### src/rtl/bus_bridge_n.sv
// bus_bridge_n: registered CPU-to-peripheral bridge with NUM_DEV mask/base
// address windows. It does one request/ack transaction at a time, lets slow
// devices insert wait states, gives up after TIMEOUT cycles, and reports an
// error for unmapped addresses.
module bus_bridge_n #(
  parameter int unsigned               NUM_DEV  = 4,
  parameter logic [32*NUM_DEV-1:0]     DEV_BASE = {32'h0000_7F20, 32'h0000_7F10,
                                                   32'h0000_7F00, 32'h0000_0000},
  parameter logic [32*NUM_DEV-1:0]     DEV_MASK = {32'hFFFF_FFF0, 32'hFFFF_FFF0,
                                                   32'hFFFF_FFF0, 32'hFFFF_C000},
  parameter int unsigned               TIMEOUT  = 16,
  parameter int unsigned               TO_W     = 5
) (
  input  logic                  clk,
  input  logic                  reset,
  input  logic                  pr_req,
  input  logic [31:0]           pr_addr,
  input  logic [31:0]           pr_wd,
  input  logic [3:0]            pr_byteen,
  output logic [31:0]           pr_rd,
  output logic                  pr_ready,
  output logic                  pr_err,
  output logic                  pr_stall,
  output logic [NUM_DEV-1:0]    dev_sel,
  output logic [31:0]           dev_addr,
  output logic [31:0]           dev_wd,
  output logic [3:0]            dev_byteen,
  input  logic [32*NUM_DEV-1:0] dev_rd,
  input  logic [NUM_DEV-1:0]    dev_ack
);

  typedef enum logic [1:0] {IDLE, ACCESS, RESP} state_t;

  state_t              state, state_nx;
  logic [TO_W-1:0]     cnt;
  logic                hit;
  logic [NUM_DEV-1:0]  hit_oh;
  logic [31:0]         rd_sel;
  logic                ack_sel;
  logic                cnt_done;

  // Address decode: first matching window (lowest index) wins.
  always_comb begin
    hit    = 1'b0;
    hit_oh = '0;
    for (int unsigned i = 0; i < NUM_DEV; i++) begin
      if (!hit && ((pr_addr & DEV_MASK[32*i +: 32]) == DEV_BASE[32*i +: 32])) begin
        hit       = 1'b1;
        hit_oh[i] = 1'b1;
      end
    end
  end

  // Read data and ack of the selected device; dev_sel is one-hot, so an
  // AND-OR mux is enough and acks from other devices are masked off.
  always_comb begin
    rd_sel = '0;
    for (int unsigned i = 0; i < NUM_DEV; i++) begin
      if (dev_sel[i]) rd_sel = rd_sel | dev_rd[32*i +: 32];
    end
  end

  assign ack_sel  = |(dev_ack & dev_sel);
  assign cnt_done = (cnt == TO_W'(TIMEOUT - 1));

  // State register.
  always_ff @(posedge clk) begin
    if (reset) state <= IDLE;
    else       state <= state_nx;
  end

  // Next state and handshake outputs.
  always_comb begin
    state_nx = state;
    pr_stall = 1'b0;
    pr_ready = 1'b0;
    unique case (state)
      IDLE: begin
        pr_stall = pr_req;
        if (pr_req) state_nx = hit ? ACCESS : RESP;
      end
      ACCESS: begin
        pr_stall = 1'b1;
        if (ack_sel || cnt_done) state_nx = RESP;
      end
      RESP: begin
        pr_ready = 1'b1;
        state_nx = IDLE;
      end
      default: state_nx = IDLE;
    endcase
  end

  // Datapath: latch the request, count wait cycles, capture the response.
  always_ff @(posedge clk) begin
    if (reset) begin
      dev_sel    <= '0;
      dev_addr   <= '0;
      dev_wd     <= '0;
      dev_byteen <= '0;
      pr_rd      <= '0;
      pr_err     <= 1'b0;
      cnt        <= '0;
    end else begin
      unique case (state)
        IDLE: begin
          pr_rd  <= '0;
          pr_err <= 1'b0;
          if (pr_req) begin
            if (hit) begin
              dev_sel    <= hit_oh;
              dev_addr   <= pr_addr;
              dev_wd     <= pr_wd;
              dev_byteen <= pr_byteen;
              cnt        <= '0;
            end else begin
              pr_err <= 1'b1;
            end
          end
        end
        ACCESS: begin
          // Ack is checked first so it wins over a same-cycle timeout.
          if (ack_sel) begin
            pr_rd      <= (dev_byteen == 4'd0) ? rd_sel : '0;
            pr_err     <= 1'b0;
            dev_sel    <= '0;
            dev_byteen <= '0;
          end else if (cnt_done) begin
            pr_rd      <= '0;
            pr_err     <= 1'b1;
            dev_sel    <= '0;
            dev_byteen <= '0;
          end else begin
            cnt <= cnt + 1'b1;
          end
        end
        RESP: begin
          pr_rd  <= '0;
          pr_err <= 1'b0;
        end
        default: ;
      endcase
    end
  end

endmodule
### config.mk
export PLATFORM = sky130hd
export DESIGN_NAME = bus_bridge_n
export DESIGN_NICKNAME = d
export VERILOG_FILES = /design/src/rtl/bus_bridge_n.sv
export SDC_FILE = /design/constraint.sdc
export NUM_CORES = 1
export LEC_CHECK = 0
export CORE_MARGIN = 4
export CORE_UTILIZATION = 33
export DETAILED_ROUTE_END_ITERATION = 6
export GPL_ROUTABILITY_DRIVEN = 0
export PLACE_DENSITY = 0.85
export SLEW_MARGIN = 20
export SYNTH_ARGS = -nofsm -noshare
export SYNTH_HDL_FRONTEND = slang
export SYNTH_SLANG_ARGS = --single-unit
export TNS_END_PERCENT = 100
### constraint.sdc
create_clock -name clk -period 2.34 [get_ports clk]
set_input_delay 0.468 -clock clk [delete_from_list [all_inputs] [get_ports clk]]
set_output_delay 0.468 -clock clk [all_outputs]
set_load 0.02 [all_outputs]
======== After elaboration in Yosys (flattened, before gate mapping) ========
Cells that the tools add are included.
operators by class
  bitwise logic cells ..................... 4
  reduce and logical (&&, ||, !) cells .... 21
  add/sub/neg operators ................... 1
  eq/ne operators ......................... 12
  multiplexer cells ....................... 39
operator list
  kind                                                                count
  32-bit two-way mux                                                  7
  32-bit bitwise OR                                                   3
  28-bit by 11-bit == test with 1-bit output (second input constant)  3
  32-bit case mux with 2 select lines                                 1
  32-bit logical NOT                                                  1
  4-bit two-way mux                                                   6
  5-bit two-way mux                                                   4
  4-bit case mux with 2 select lines                                  2
  1-bit two-way mux                                                   12
  2-bit inequality test (second input constant)                       5
  5-bit case mux with 2 select lines                                  1
  2-bit two-way mux                                                   3
  2-bit AND reduction                                                 3
  5-bit by 1-bit adder with 5-bit output (second input constant)      1
  5-bit by 4-bit == test with 1-bit output (second input constant)    1
  5-bit AND reduction                                                 1
  4-bit bitwise AND                                                   1
  4-bit logical NOT                                                   1
  2-bit case mux with 2 select lines                                  1
  4-bit AND reduction                                                 1
  2-bit nonzero test                                                  2
  4-bit OR reduction                                                  1
  1-bit logical AND                                                   3
  1-bit logical NOT                                                   3
  10 further kinds                                                    10
word-level totals
  output and inout port bits .............. 107
  input port bits ......................... 203
  register bits after elaboration ......... 112

======== Depth between registers and ports, before layout ========
Gate-level depths: netlist (run 1).
  depth in word-level cells ............... 14
  gate-level depth with buffers ........... 10

======== Worst setup path after synthesis (run 1) ========
No wires, ideal clock.
  path type ............................... input to register
  start ................................... input port pr_addr[6]
  end ..................................... register cnt[2]
  required time ........................... 2270 ps
  stages .................................. 7
  buffers on the path ..................... 1
  setup slack ............................. 72 ps
  arrival ................................. 2198 ps
  setup time .............................. 70 ps
  path through ............................ or4b_4 -> nor4_4 -> o2111a_1 -> buf_4 -> nor2_2 -> or4b_1 -> a21oi_1
on the way
  word-level cells in the longest chain between the ends .. 11
RTL lines
  what                                        line  text
  from (decl)                                 17    input logic [31:0] pr_addr,
  28-bit by 11-bit == test with 1-bit output  47    if (!hit && ((pr_addr & DEV_MASK[32*i +: 32]) == DEV_BASE[32*i +: 32])) begin
  1-bit logical AND                           47
  1-bit two-way mux                           47
  1-bit logical NOT                           47
  1-bit logical AND                           47
  1-bit two-way mux                           47
  1-bit logical NOT                           47
  1-bit logical AND                           47
  1-bit two-way mux *                         47
  2-bit inequality test (no source line) *    --
  5-bit AND reduction (no source line) *      --
  to (signal assigned)                        134   cnt <= cnt + 1'b1;
  to (decl)                                   35    logic [TO_W-1:0] cnt;
Every way passes the cells marked *; elsewhere a longest branch is shown, timed or not.
A chain may end at the register's enable or synchronous reset.

======== Final worst setup path (run 1) ========
  start ................................... input port pr_addr[16]
  end ..................................... register cnt[2]
on the way
  word-level cells in the longest chain between the ends .. 13
RTL lines
  what                                      line
  32-bit logical NOT                        47
  1-bit two-way mux                         47
  1-bit logical NOT                         47
  1-bit logical AND                         47
  1-bit two-way mux                         47
  1-bit logical NOT                         47
  1-bit logical AND                         47
  1-bit two-way mux                         47
  1-bit logical NOT                         47
  1-bit logical AND                         47
  1-bit two-way mux *                       47
  2-bit inequality test (no source line) *  --
  5-bit AND reduction (no source line) *    --
Marked as above.

==> summary.md, run 1 <==
| Metric | Value |
|---|---|
| CTS tree | `yes` |
| Setup crit start kind | `input pin` |
| Sw frac | `20.9%` |
| Worst Hold Path EP | `dev_addr[6]$_SDFFE_PP0P_` |
| Routed Antenna Nets | `0` |
| Cell Pwr Density | `472 mW/mm^2` |
| Sink Count | `112` |
| DR pass1 iterations | `5` |
| Final Hold Viols | `0` |
| Endpoints failing setup | `0` |
| Mapped Area | `0.00484 mm^2` |
| Die extent in x | `129 um` |
| Synth unique cells | `43` |
| Root Driver | `clkbuf_16` |
| Port bufs | `309` |
| Final Cycle Share | `98.0%` |
| Post-route design area | `0.00873 mm^2` |
| Unrepaired setup endpoints after global routing | `false` |
| Final Skew | `0.00610 ns` |
| Leakage | `3.18 nW` |
| WL met2 | `9070 um` |
| Placement Setup Slack | `-0.434 ns` |
| NetSw | `0.000859 W` |
| R2R depth | `9` |
| Clk pin slew, worst setup/hold paths | `0.07 ns` |
| Setup ws final | `0.0473 ns` |
| Relative slew margins | `67.8%` |
| Met1 Wirelength | `7510 um` |
| Net count after synthesis | `817` |
| Actual slew at the worst max-slew pin | `0.483 ns` |
| Sequential power share | `46.4%` |
| Placed Area | `0.00835 mm^2` |
| CORE AREA | `0.0145 mm^2` |
| DRC viols | `0` |
| Total CTS buffers | `9` |
| Worst VDD drop | `0.000340 V` |
| Synthesis-to-finish area growth | `80.2%` |
| Hold Path Cell Cnt | `3` |
| Max Slew Vio Count | `0` |
| Clk pwr share | `41.1%` |
| Initial DRC Count | `315` |
| FP Rows | `44` |
| # H-tree levels | `3` |
| Vias after detailed routing | `5599` |
| R2r endpoint | `dev_sel[3]$_SDFFE_PP0P_` |
| WL met3 | `2120 um` |
| Syn avg cell area | `7.97 um^2` |
| Worst path arrival time | `2.58 ns` |
| Top sig layer | `met4` |
| Cell Int Power | `0.00326 W` |
| Die area | `0.0167 mm^2` |
| Status | `finished clean` |
| Sum Neg Setup Slack | `0 ns` |
| Crit. End Element | `flip-flop` |
| Fill count | `1260` |
| Nets | `1127` |
| Final wirelength | `19100 um` |
| Avg WL per Cell | `17.2 um` |
| Hold WC Path Type | `input pin to flip-flop` |
| Worst flop-to-flop path startpoint | `cnt[0]$_SDFFE_PP0P_` |
| # IOs | `310` |
| FFs w/ async S/R, synth | `0%` |
| Max_cap viols | `0` |
| Routed vias/inst | `5.05` |
| Clock Tree Buf Depth | `2` |
| Top_reg_cell synth | `dfxtp_1` |
| Cells after Synth | `608` |
| GRT Total Usage | `21.6%` |
| Layout cells sized above 1 | `7.69%` |
| Post-layout min period | `2.29 ns` |
| Number of global-route vias before repair | `5434` |
| Hold_sp | `pr_addr[6]` |
| Setup CP Type | `input pin to flip-flop` |
| First-pass GRT wire length | `28500 um` |
| Combinational power share | `12.6%` |
| Largest net degree at the start of global routing | `48` |
| Worst-path fanout max | `4` |
| Synth warn | `0` |
| Grt ovf | `0` |
| Post-synth EDFFs | `0` |
| Clk_lat worst skew | `0.34 ns` |
| R2R Setup Slk | `0.20 ns` |
| FF/Latch Area | `0.00224 mm^2` |
| CP required | `2.62 ns` |
| Flop and latch count out of synthesis | `112` |
| Die Span Y | `129 um` |
| Area of the multi-input gates | `0.00243 mm^2` |
| Detailed-placement wirelength estimate | `14500 um` |
| Initial antenna violation count | `2` |
| Initial core utilization | `33.5%` |
| Peak Freq | `0.436 GHz` |
| Sequential share of the synthesized area | `46.3%` |
-- through the flow --
step / utilization (%) / total power, W / hold slack, ns / std cells
after floorplan: - / 0.00204 / 0.451 / 608
after global placement: 57.6 / 0.00247 / 0.437 / 1090
after detailed placement: 57.6 / 0.00247 / 0.443 / 1090
after CTS: 59.9 / 0.00417 / 0.454 / 1106
after global routing: 60.3 / 0.00428 / 0.428 / 1109
final: 60.3 / 0.00412 / 0.413 / 1109
-- critical path, stage by stage --
cell             delay, ns
clkdlybuf4s50_1       0.40
or3_4                 0.42
o211ai_1              0.27
o2111a_2              0.32
nor2_4                0.06
or4b_4                0.51
a21oi_2               0.13
-- cells by family (layout without fill, tap and decap cells) --
| group | Yosys count | in the layout | synth area share, % |
|---|---|---|---|
| buf+inv | 55 | 370 | 4.42 |
| flops | 112 | 112 | 46.3 |
| compound gates | 177 | 177 | 23.2 |
| simple gates | 258 | 258 | 24.5 |
| fa+ha+maj | 6 | 6 | 1.55 |
| other cells | 0 | 2 | 0 |
-- timing repair --
action | 4_1_cts | 5_1_grt
gates cloned | 0 | 0
setup buffers | 0 | 1
gates resized for setup | 2 | 11
hold buffers | 0 | 0
endpoints found under the setup margin | 18 | 87
pin swaps | 0 | 4
-- final cells by class --
cell class,count,share of cell area [%]
flip-flops and latches,112,25.7
diodes,2,0.0573
clock buffers,12,2.94
multi-input cells,441,27.9
repair buffers,349,39.7
clock inverters,4,0.874
well taps,184,2.64
inverters,5,0.215
-- metal layers --
layer  global-route usage [%]  up-vias
met3                     7.25       27
met1                     25.7     2557
met5                        0        -
met2                     36.2      265
li1                         -     2750
met4                     8.46        0
-- cell usage after synthesis, types with 3 or more instances --
cell type,instances,area (um^2)
nand2b_1,4,25.0
a22oi_1,64,480
nor2_1,9,33.8
nor3b_1,4,30.0
or4_1,3,22.5
inv_1,5,18.8
clkbuf_1,46,173
and2_1,20,125
buf_2,3,15.0
nor4_1,4,25.0
nand3_1,34,170
ha_1,6,75.1
o21ai_0,3,15.0
a22o_1,5,43.8
nor3_1,3,15.0
dfxtp_1,112,2240
a21oi_1,87,435
nand2_1,162,608
-- power by group through the flow --
stage          registers (W)  logic (W)  clock network, W
2_1_floorplan        0.00196  0.0000886                 0
4_1_cts              0.00191   0.000520           0.00174
3_3_place_gp         0.00195   0.000514                 0
6_report             0.00191   0.000518           0.00169
3_5_place_dp         0.00195   0.000517                 0
5_1_grt              0.00191   0.000551           0.00181
-- cells in the final DEF, fill, tap and decap left out, types with 3 or more instances in the layout --
master and instances:
a22o_1 5, inv_1 5, nand2_1 161, nand2b_1 4, clkbuf_16 9, ha_1 6
nor3b_1 4, a21oi_1 86, dfxtp_1 112, nor2_1 8, clkdlybuf4s50_1 303, buf_4 35
nand3_1 34, or4_1 3, o21ai_0 3, nor4_1 3, and2_1 20, dlymetal6s2s_1 4
a22oi_1 64, buf_12 5
-- flip-flops by register name, indices dropped and copies added, names as in the netlist --
signal	cells
state	2
dev_addr	32
pr_rd	32
dev_byteen	4
pr_err	1
dev_wd	32
dev_sel	4
cnt	5
-- how the worst max path moves through the flow --
| stage | from | to | slack (ns) | cells after the start |
|---|---|---|---|---|
| finish | pr_addr[16] | cnt[2]$_SDFFE_PP0P_ | 0.05 | 7 |
| global route | state[0]$_SDFFE_PP0P_ | pr_ready | 0.006 | 3 |
| CTS | pr_addr[14] | cnt[2]$_SDFFE_PP0P_ | 0.0004 | 7 |
| detailed placement | pr_addr[6] | dev_addr[22]$_SDFFE_PP0P_ | -0.43 | 7 |
| global placement | pr_addr[6] | dev_addr[21]$_SDFFE_PP0P_ | -0.38 | 7 |
| floorplan | pr_addr[6] | cnt[2]$_SDFFE_PP0P_ | 0.07 | 7 |
Note: power is estimated with default switching activity, not from simulation.
==> run 2, diff against run 1 <==
--- a/config.mk
+++ b/config.mk
@@ -9,7 +9,8 @@
 export CORE_UTILIZATION = 33
 export DETAILED_ROUTE_END_ITERATION = 6
 export GPL_ROUTABILITY_DRIVEN = 0
-export PLACE_DENSITY = 0.85
+export PLACE_DENSITY = 0.77
+export SETUP_SLACK_MARGIN = 0.05
 export SLEW_MARGIN = 20
 export SYNTH_ARGS = -nofsm -noshare
 export SYNTH_HDL_FRONTEND = slang
==> run 2 against run 1 <==
Against the previous run: global-route usage up 0.52 points; cell area is 1.0% lower; largest cell class unchanged; worst setup slack gained 0.078 ns; final cell count about the same; combinational power fell by 1%; critical path depth unchanged; total power fell by 5.0%; clock power down 11%; critical endpoint unchanged; count of clock-buffer cells in the layout is 2 lower; die area did not move; register-to-register slack barely moved; sequential power about the same.
==> summary.md, run 2 (synthesis gave the netlist of run 1 again) <==
| Metric | Value |
|---|---|
| Status | `finished clean (unchanged)` |
| Initial antenna violation count | `4 (was 2)` |
| Initial DRC Count | `329 (was 315)` |
| Synthesis-to-finish area growth | `78.4% (was 80.2%)` |
| First-pass GRT wire length | `28900 um (was 28500 um)` |
| Layout cells sized above 1 | `7.50% (was 7.69%)` |
| Worst VDD drop | `0.000327 V (was 0.000340 V)` |
| Leakage | `3.15 nW (was 3.18 nW)` |
| Routed Antenna Nets | `0 (unchanged)` |
| Placement Setup Slack | `-0.486 ns (was -0.434 ns)` |
| Number of global-route vias before repair | `5362 (was 5434)` |
| CTS tree | `yes (unchanged)` |
| Crit. End Element | `flip-flop (unchanged)` |
| Nets | `1124 (was 1127)` |
| Final Hold Viols | `0 (unchanged)` |
| Final Util | `59.7% (was 60.3%)` |
| Post-route design area | `0.00864 mm^2 (was 0.00873 mm^2)` |
| Worst-path fanout max | `4 (unchanged)` |
| # IOs | `310 (unchanged)` |
| CP required | `2.62 ns (about the same)` |
| Largest net degree at the start of global routing | `48 (unchanged)` |
| FP Rows | `44 (unchanged)` |
| Die Span Y | `129 um (unchanged)` |
| Peak Freq | `0.452 GHz (was 0.436 GHz)` |
| GRT Total Usage | `22.2% (was 21.6%)` |
| Clock Tree Buf Depth | `2 (unchanged)` |
| Port bufs | `309 (unchanged)` |
| CORE AREA | `0.0145 mm^2 (unchanged)` |
| Sink Count | `112 (unchanged)` |
| Final wirelength | `19500 um (was 19100 um)` |
| Leading cell type in the layout, fill and taps excluded | `clkdlybuf4s50_1 (unchanged)` |
| Total CTS buffers | `9 (unchanged)` |
| Setup CP Type | `input pin to flip-flop (unchanged)` |
| Setup ws final | `0.125 ns (was 0.0473 ns)` |
| # H-tree levels | `3 (unchanged)` |
| Die area | `0.0167 mm^2 (unchanged)` |
| Setup crit start kind | `input pin (unchanged)` |
| Top flop regs | `dev_addr: 32 flops, dev_wd: 32 flops, pr_rd: 32 flops (unchanged)` |
| DRC viols | `0 (unchanged)` |
| DR pass1 iterations | `5 (unchanged)` |
| Initial core utilization | `33.5% (unchanged)` |
| Unrepaired setup endpoints after global routing | `true (was false)` |
| Hold-fix buffers, CTS | `0 (unchanged)` |
| Placed Area | `0.00829 mm^2 (was 0.00835 mm^2)` |
| Hold_sp | `dev_wd[23]$_SDFFE_PP0P_ (was pr_addr[6])` |
| Endpoints failing setup | `0 (unchanged)` |
| Relative slew margins | `69.2% (was 67.8%)` |
| Grt ovf | `0 (unchanged)` |
| Start point of the critical path | `pr_addr[14] (was pr_addr[16])` |
| Routed vias/inst | `5.06 (was 5.05)` |
| Max Slew Vio Count | `0 (unchanged)` |
| Cell Pwr Density | `453 mW/mm^2 (was 472 mW/mm^2)` |
| Hold Slack | `0.451 ns (was 0.413 ns)` |
| Post-layout min period | `2.21 ns (was 2.29 ns)` |
| Most frequent cells in the layout | `299 x clkdlybuf4s50_1, 161 x nand2_1, 112 x dfxtp_1 (was 303 x clkdlybuf4s50_1, 161 x nand2_1, 112 x dfxtp_1)` |
| Worst flop-to-flop path startpoint | `cnt[0]$_SDFFE_PP0P_ (unchanged)` |
| Clk pin slew, worst setup/hold paths | `0.07 ns (about the same)` |
| Die extent in x | `129 um (unchanged)` |
| Actual slew at the worst max-slew pin | `0.461 ns (was 0.483 ns)` |
| Avg WL per Cell | `17.6 um (was 17.2 um)` |
| Final Skew | `0.00905 ns (was 0.00610 ns)` |
| Final Cycle Share | `94.7% (was 98.0%)` |
| Root Driver | `clkbuf_16 (unchanged)` |
| Hold WC Path Type | `flip-flop to flip-flop (was input pin to flip-flop)` |
| Detailed-placement wirelength estimate | `14900 um (was 14500 um)` |
| Max_cap viols | `0 (unchanged)` |
| Worst path arrival time | `2.50 ns (was 2.58 ns)` |
| Clk_lat worst skew | `0.35 ns (was 0.34 ns)` |
| Vias after detailed routing | `5603 (was 5599)` |
[run 2: cell types whose count changed in the layout (fill, tap and decap cells not counted), moves of 2 or more]
cell,before,now
buf_4,35,33
bufinv_16,2,0
clkdlybuf4s50_1,303,299
clkinv_2,0,2
diode_2,2,4
dlygate4sd2_1,1,4
inv_6,0,2
[run 2: cell type report]
type	count	area [um^2]
tap	184	230
inverter	5	18.8
sequential	112	2240
clock inverter	6	42.5
antenna	4	10.0
clock buffer	10	239
multi-input combinational	441	2420
timing repair buffer	346	3430
fill	1336	5840
[run 2: timing repair]
action	in CTS	in global routing
setup endpoints to repair	47	87
pin swaps	4	8
gates resized for setup	7	9
buffers inserted	1	3
[run 2: final timing paths]
kind / cells past startpoint / slack, ns / to
hold / removal: 2 / 0.45 / dev_wd[23]$_SDFFE_PP0P_
hold reg to reg: 2 / 0.45 / dev_wd[23]$_SDFFE_PP0P_
setup reg to reg: 8 / 0.21 / dev_byteen[1]$_SDFFE_PP0P_
setup / recovery: 7 / 0.13 / cnt[2]$_SDFFE_PP0P_
[run 2: critical path, cell delays in order]
cell,delay [ns]
dlygate4sd2_1,0.26
or3_1,0.39
o211ai_1,0.30
o2111a_2,0.34
nor2_4,0.07
or4b_1,0.53
a21oi_1,0.15
[run 2: layer usage]
metal  global-route usage (%)  wire, um  share of wire [%]  up-vias
li1                         -         -                  -     2752
met1                     25.3      7620                 39     2570
met2                     36.6      9180                 47      248
met3                     9.07      2240                 11       31
met4                     9.39       496                2.5        2
met5                        0        13              0.067        -
[run 2: per-stage QoR]
step	std cells	total power, W	setup TNS (ns)
2_1_floorplan	608	0.00204	0
3_3_place_gp	1084	0.00246	-26.29
3_5_place_dp	1084	0.00247	-28.57
4_1_cts	1101	0.00396	0
5_1_grt	1108	0.00407	0
6_report	1108	0.00392	0
[run 2: power breakdown]
| group | leakage (nW) | internal [W] | switching [W] |
|---|---|---|---|
| registers | 0.902 | 0.00191 | 0.00000235 |
| clock network | 0.135 | 0.000757 | 0.000738 |
| logic | 2.11 | 0.000346 | 0.000165 |
==> run 3, diff against run 2 <==
--- a/config.mk
+++ b/config.mk
@@ -5,6 +5,7 @@
 export SDC_FILE = /design/constraint.sdc
 export NUM_CORES = 1
 export LEC_CHECK = 0
+export ABC_AREA = 0
 export CORE_MARGIN = 4
 export CORE_UTILIZATION = 33
 export DETAILED_ROUTE_END_ITERATION = 6
==> results of run 3 <==
Same layout as run 2: the final DEF is identical, and so are final timing and power.
